**config.mk**
```make
export PLATFORM = sky130hd
export DESIGN_NAME = instruction_sequencer
export DESIGN_NICKNAME = d
export VERILOG_FILES = /design/src/rtl/instruction_sequencer.sv
export SDC_FILE = /design/constraint.sdc
export NUM_CORES = 1
export LEC_CHECK = 0
export BUFFER_PORTS_ARGS = -buffer_cell sky130_fd_sc_hd__buf_2
export CAP_MARGIN = 20
export CORE_UTILIZATION = 35
export CTS_BUF_LIST = sky130_fd_sc_hd__clkbuf_8 sky130_fd_sc_hd__clkbuf_16
export DETAILED_ROUTE_END_ITERATION = 6
export PLACE_DENSITY = 0.71
export SETUP_SLACK_MARGIN = 0.4
export SLEW_MARGIN = 20
export SYNTH_ARGS = -nofsm -noshare
export SYNTH_HDL_FRONTEND = slang
export SYNTH_SLANG_ARGS = --single-unit
```
**constraint.sdc**
```tcl
create_clock -name CLK -period 3.9 [get_ports CLK]
set_input_delay 0.195 -clock CLK [delete_from_list [all_inputs] [get_ports CLK]]
set_output_delay 0.195 -clock CLK [all_outputs]
set_load 0.05 [all_outputs]
```
**src/rtl/instruction_sequencer.sv**
```systemverilog
// Fetch/decode/execute controller: fetches a 10-bit instruction over req/ack, decodes it and
// drives the PC control inputs, register-file/ALU strobes and data-memory handshake.
module instruction_sequencer (
    input  logic       CLK,
    input  logic       RESETn,
    input  logic       RUN,
    output logic       IMEM_REQ,
    input  logic       IMEM_ACK,
    input  logic [9:0] IMEM_DATA,
    output logic       DMEM_REQ,
    input  logic       DMEM_ACK,
    output logic       PC_EN,
    output logic       PL,
    output logic       JB,
    output logic       BC,
    output logic [1:0] LADDRESS,
    output logic [1:0] RADDRESS,
    output logic [1:0] DA,
    output logic [1:0] AA,
    output logic [1:0] BA,
    output logic [2:0] FS,
    output logic       RW,
    output logic       MW,
    output logic       MD,
    output logic       HALTED,
    output logic       ILLEGAL
);

    typedef enum logic [2:0] {StIdle, StFetch, StExec, StMem, StHalt} state_e;

    localparam logic [3:0] OpNop  = 4'b0000;
    localparam logic [3:0] OpAdd  = 4'b0001;
    localparam logic [3:0] OpSub  = 4'b0010;
    localparam logic [3:0] OpAnd  = 4'b0011;
    localparam logic [3:0] OpOr   = 4'b0100;
    localparam logic [3:0] OpLd   = 4'b0101;
    localparam logic [3:0] OpSt   = 4'b0110;
    localparam logic [3:0] OpBrz  = 4'b1000;
    localparam logic [3:0] OpBrn  = 4'b1001;
    localparam logic [3:0] OpJmp  = 4'b1010;
    localparam logic [3:0] OpHalt = 4'b1111;

    state_e     state_q, state_d;
    logic [9:0] ir_q, ir_d;
    logic       illegal_q, illegal_d;
    logic [3:0] opcode;

    assign opcode = ir_q[9:6];

    function automatic logic is_legal(input logic [3:0] op);
        case (op)
            OpNop, OpAdd, OpSub, OpAnd, OpOr, OpLd, OpSt,
            OpBrz, OpBrn, OpJmp, OpHalt: is_legal = 1'b1;
            default:                     is_legal = 1'b0;
        endcase
    endfunction

    // State register
    always_ff @(posedge CLK or negedge RESETn) begin
        if (!RESETn) begin
            state_q   <= StIdle;
            ir_q      <= '0;
            illegal_q <= 1'b0;
        end else begin
            state_q   <= state_d;
            ir_q      <= ir_d;
            illegal_q <= illegal_d;
        end
    end

    // Next-state logic
    always_comb begin
        state_d   = state_q;
        ir_d      = ir_q;
        illegal_d = illegal_q;
        case (state_q)
            StIdle: begin
                if (RUN) state_d = StFetch;
            end
            StFetch: begin
                if (IMEM_ACK) begin
                    ir_d    = IMEM_DATA;
                    state_d = StExec;
                    // Flag on latch so ILLEGAL is already visible in the EXEC cycle.
                    if (!is_legal(IMEM_DATA[9:6])) illegal_d = 1'b1;
                end
            end
            StExec: begin
                if (opcode == OpLd || opcode == OpSt) state_d = StMem;
                else if (opcode == OpHalt)            state_d = StHalt;
                else                                  state_d = RUN ? StFetch : StIdle;
            end
            StMem: begin
                if (DMEM_ACK) state_d = RUN ? StFetch : StIdle;
            end
            StHalt: state_d = StHalt;
            default: state_d = StIdle;
        endcase
    end

    // Output decode
    always_comb begin
        IMEM_REQ = 1'b0;
        DMEM_REQ = 1'b0;
        PC_EN    = 1'b0;
        PL       = 1'b0;
        JB       = 1'b0;
        BC       = 1'b0;
        FS       = 3'b000;
        RW       = 1'b0;
        MW       = 1'b0;
        MD       = 1'b0;
        HALTED   = 1'b0;
        case (state_q)
            StFetch: IMEM_REQ = 1'b1;
            StExec: begin
                case (opcode)
                    OpAdd, OpSub, OpAnd, OpOr: begin
                        RW    = 1'b1;
                        PC_EN = 1'b1;
                        FS    = opcode[2:0];
                    end
                    OpLd, OpSt, OpHalt: ;
                    OpBrz: begin
                        PC_EN = 1'b1;
                        PL    = 1'b1;
                    end
                    OpBrn: begin
                        PC_EN = 1'b1;
                        PL    = 1'b1;
                        BC    = 1'b1;
                    end
                    OpJmp: begin
                        PC_EN = 1'b1;
                        PL    = 1'b1;
                        JB    = 1'b1;
                    end
                    default: PC_EN = 1'b1;
                endcase
            end
            StMem: begin
                DMEM_REQ = 1'b1;
                MD       = (opcode == OpLd);
                MW       = (opcode == OpSt);
                if (DMEM_ACK) begin
                    PC_EN = 1'b1;
                    RW    = (opcode == OpLd);
                end
            end
            StHalt: HALTED = 1'b1;
            default: ;
        endcase
    end

    assign DA       = ir_q[5:4];
    assign AA       = ir_q[3:2];
    assign BA       = ir_q[1:0];
    assign LADDRESS = ir_q[5:4];
    assign RADDRESS = ir_q[1:0];
    assign ILLEGAL  = illegal_q;

endmodule
```
### Word-level counts from Yosys, hierarchy flattened

Memories as Yosys holds them, arrays and structs flattened.
Index checks and enable logic that the tools add are counted.

| operators by class | value |
|---|---|
| $add $sub $neg | 0 |
| multipliers | 0 |
| div/mod/pow operators | 0 |
| magnitude comparators | 0 |
| eq/ne operators | 17 |
| shift-type cells | 0 |
| muxes and demuxes | 28 |
| bitwise operators | 1 |
| reductions and logical operators | 8 |

Operator list:

| operator | count |
|---|---|
| 3-bit 2-to-1 mux | 7 |
| 1-bit 2-to-1 mux | 18 |
| 4-bit equality test (second input constant) | 4 |
| 3-bit case mux with 5 select lines | 1 |
| 4-bit by 3-bit equality test with 1-bit output (second input constant) | 3 |
| 4-bit by 2-bit equality test with 1-bit output (second input constant) | 2 |
| 3-bit by 2-bit equality test with 1-bit output (second input constant) | 2 |
| 2-bit inequality test (second input constant) | 3 |
| 3-bit AND reduction | 2 |
| 3-bit OR reduction | 2 |
| 4-bit by 1-bit equality test with 1-bit output (second input constant) | 1 |
| 1-bit case mux with 2 select lines | 2 |
| 4-bit OR reduction | 1 |
| 3-bit by 1-bit equality test with 1-bit output (second input constant) | 1 |
| 3-bit equality test (second input constant) | 1 |
| 3-bit zero test | 1 |
| 2-bit AND reduction | 1 |
| 1-bit logical OR | 1 |
| 1-bit NOT | 1 |

| storage, ports and cells | value |
|---|---|
| flip-flop bits (word level) | 14 |
| bits in latches | 0 |
| bits in writable memories | 0 |
| bits in read-only memories | 16 |
| logic and storage cells | 58 |
| memories | 1 |

Memories:

| name | words | bits a word | rd ports | clocked after Yosys merged registers in | write ports | RTL line | source |
|---|---|---|---|---|---|---|---|
| (no name shown) | 16 | 1 | 1 | 0 | 0 | 51 | `case (op)` |

### Longest topological paths before layout

An unclocked memory read counts as a cell.

| logic depth | value |
|---|---|
| depth after elaboration | 5 |
| depth in mapped cells | 5 |

### Worst setup path before layout

OpenSTA, ideal clock, no wires.

| timing path | value |
|---|---|
| path type | register to output |
| start point | register state_q[2] |
| end point | output port RW |
| arrival time | 1.839 ns |
| required time | 3.705 ns |
| setup slack | 1.866 ns |
| cell stages (with the launch flop) | 5 |
| path through | dfrtp_1 buf_6 nor4b_2 and3_1 o32a_1 |

| on the way | value |
|---|---|
| cells in the longest elaborated chain, start to end | 2 |
| elaborated cells between the ends (all ways) | 3 |
| those cells by class | 2 x eq/ne; 1 x mux |

Ends and longest elaborated chain:

| what | RTL line | source |
|---|---|---|
| start, declared | 43 | `state_e state_q, state_d;` |
| start signal, assigned | 61 | `state_q <= StIdle;` |
| start signal, assigned | 65 | `state_q <= state_d;` |
| 3-bit by 2-bit equality test with 1-bit output | 114 | `case (state_q)` |
| 1-bit case mux with 2 select lines (*) | 114 |  |
| end, declared | 22 | `output logic RW,` |

Mark *: on every way between the ends. The rest lies on a longest branch, timed or not.

### Worst setup path after layout

| timing path | value |
|---|---|
| start point | register state_q[0] |
| end point | output port RW |

The elaborated chain is that of the path after synthesis.

==> impl_metrics.tcl <==
set metrics [dict create \
    status "complete, no violations" \
    cts_num_sinks 14 \
    first_pass_iters 4 \
    die-area_sq_um 2750 \
    routed_wl_um 1690 \
    setup-violations-final 0 \
    cts_resized 0 \
    row_count 17 \
    synth.avg_cell_area_sq_um 9.90 \
    wl_per_cell_um 11.6 \
    worst_pin_slew_ns 0.402 \
    drc 0 \
    dieHeight_um 52.5 \
    cts_tree "done" \
    cts_root_buf "clkbuf_8" \
    cp-end-kind "primary output" \
    yosys.area_share.xor_xnor_pct 1.97 \
    gp_congestion 0.743 \
    worstPathArrival_ns 1.75 \
    fin_crit_sh_pct 49.9 \
    ir_drop_uv 462 \
    maxSlewHeadroom_pct 73.1 \
    rrSetupSlack_ns 2.37 \
    vias_per_cell 5.06 \
    slowest_delay_ns 0.50 \
    synthSimpleGateAreaFrac_pct 23.2 \
    synthAdderAreaFrac_pct 0 \
    synth_nets 105 \
    clk_latency_ns 0.24 \
    worstReg2RegStart "state_q[0]$_DFFE_PN0P_" \
    startpoint_type "flip-flop" \
    setup_slack_ns 1.95 \
    fin_area_sq_um 1060 \
    drv_slew 0 \
    dp_hpwl_um 1310 \
    maxCapViolations 0 \
    grt_pass1_vias 642 \
    cts_setup_buffers 0 \
    crit_fanout 13 \
    core_sq_um 2300 \
    clk_pin_slew_ns 0.06 \
    ys_warn_count 0 \
    ys_ff_latch 14 \
    finalHoldViolCount 0 \
    syn2layout_area_growth_pct 19.4 \
    dp_cells 140 \
    worstReg2RegEnd "ir_q[2]$_DFFE_PN0P_" \
    start_util_pct 38.8 \
    rsz0062_at_grt "no" \
    post-place-ws_ns 2.22 \
    ioPinCount 39 \
    overflow 0 \
    die_w_um 52.5 \
    detail-route-antenna-nets 0 \
    hold_class "in -> reg" \
    first_iter_violations 12 \
    drive_gt1_share_pct 37.6 \
    fin_setup_tns_ns 0 \
    critPathLaunch "state_q[0]$_DFFE_PN0P_" \
    final_cells 145 \
    yosys-top-cells-area "dfrtp_1, mux2_1, buf_4" \
    grt_max_degree 15 \
    p_leak_nw 0.545 \
    numCtsBuffers 3 \
    yosysUniqueCellTypes 29 \
    synth_top_family_by_area "simple AND/OR/NAND/NOR gates" \
    num-fill-cells 244 \
    min_period_ns 1.95 \
    synth_top_area_cell "dfrtp_1" \
    synth-compound-area-share_pct 11.0 \
    finalClockSkew_ns 0.00241 \
    antenna_found_initial 0 \
    io_buffers 38 \
    fmaxAchievable_ghz 0.513 \
    cp.required_ns 3.70 \
    cts_htree_levels 1 \
    synthesis.area_sq_um 891 \
    cp.depth 4 \
    muxShareOfSynthArea_pct 10.1 \
    reg2regPathDepth 2 \
    cts_buffer_depth 2 \
    synth_cells 90 \
    diodes 0 \
    p_per_area_nw_per_um2 957 \
    crit_family "simple AND/OR/NAND/NOR gates" \
    via_count 734 \
    fin_nets 133 \
    cp-endpoint "RW" \
    placed_cell_area_sq_um 998 \
    crit_chain "nor4b_2 -> and3_1 -> o32a_1 -> buf_2" \
    crit_type "reg -> out" \
    grtUsageTotal_pct 13.2 \
    synthDominantCellAreaShare_pct 39.3 \
    cp_slowest_cell "dfrtp_1" \
    grt_pass1_wl_um 2660 \
    finalPower_mw 1.02 \
    yosysSeqAreaShare_pct 39.3 \
    cp.buffers_inverters 1 \
]
[registers in the layout, indices dropped and copies added, names as in the netlist]
| signal | cells |
|---|---|
| ir_q | 10 |
| state_q | 3 |
| ILLEGAL | 1 |
[synthesized netlist by cell type (all sizes together)]
master / count
buf: 16
dfrtp: 14
mux2: 8
nand2b: 7
nand2: 6
nor2: 6
a21oi: 3
and3: 3
inv: 3
o21ai: 3
a211o: 2
a31oi: 2
nor3b: 2
xor2: 2
a311oi: 1
and3b: 1
and4: 1
and4b: 1
and4bb: 1
nand3b: 1
nand4: 1
nand4b: 1
nor2b: 1
nor4b: 1
o211a: 1
o221ai: 1
o32a: 1
[cells by family (layout without fill, tap and decap cells)]
logic type,after synthesis,count (layout)
simple gates,33,33
compound gates,14,14
buf+inv,19,46
flops,14,14
xor+xnor,2,2
mux,8,8
[stage by stage]
step	hold slack [ns]	utilization, %
6_report	0.166	46.3
5_1_grt	0.162	46.3
4_1_cts	0.165	46.3
3_5_place_dp	0.105	43.5
3_3_place_gp	0.0992	43.5
2_1_floorplan	-0.101	-
[how the worst min path moves through the flow]
stage	startpoint	end	slack, ns	cells past startpoint
after floorplan	RESETn	ILLEGAL$_DFFE_PN0P_	-0.10	0
after global placement	RESETn	ILLEGAL$_DFFE_PN0P_	0.1	1
after detailed placement	RESETn	ILLEGAL$_DFFE_PN0P_	0.11	1
after CTS	IMEM_DATA[3]	ir_q[3]$_DFFE_PN0P_	0.17	2
after global routing	IMEM_DATA[3]	ir_q[3]$_DFFE_PN0P_	0.16	2
final	IMEM_DATA[3]	ir_q[3]$_DFFE_PN0P_	0.17	2
[metal layers]
layer  vias to the layer above  share of wire [%]  track usage [%]
met5                         -                  0                0
met4                         0                  0             3.95
met3                         0                7.5             4.64
met2                        30                 47             22.2
met1                       344                 46             15.6
li1                        360                  -                -
[area by class of cell]
cell class                 instances  area [sq um]  area share, %
timing repair buffer              39           200           18.8
inverter                           3          11.3           1.06
multi-input combinational         57           412           38.7
clock buffer                       4          55.1           5.18
tap                               28          35.0           3.29
sequential                        14           350           32.9
[cell usage in the layout (no fill, tap or decap)]
cell type / count
nor3b_1: 2
a311oi_1: 1
mux2_1: 8
o211a_1: 1
dfrtp_1: 14
xor2_1: 2
o221ai_1: 1
and3_1: 3
nand2b_1: 7
nand2_1: 6
dlygate4sd3_1: 1
o21ai_1: 3
and4bb_2: 1
nor4b_2: 1
and3b_1: 1
nand3b_1: 1
a21oi_1: 3
nor2b_1: 1
nor2_1: 6
buf_2: 38
a31oi_1: 2
nand4_1: 1
clkbuf_8: 4
nand4b_1: 1
o32a_1: 1
a211o_1: 2
inv_1: 3
and4_1: 1
and4b_1: 1
[where the power goes]
group | switching [mW] | internal [mW]
clock | 0.0481 | 0.0893
combinational | 0.423 | 0.165
sequential | 0.0826 | 0.209
total | 0.554 | 0.464
[timing repair]
| action | CTS | global route |
|---|---|---|
| endpoints found under the hold margin | 14 | 0 |
| setup endpoints to repair | 0 | 0 |
| hold buffers | 1 | 0 |
No activity file was read; power rests on OpenSTA's default activity.
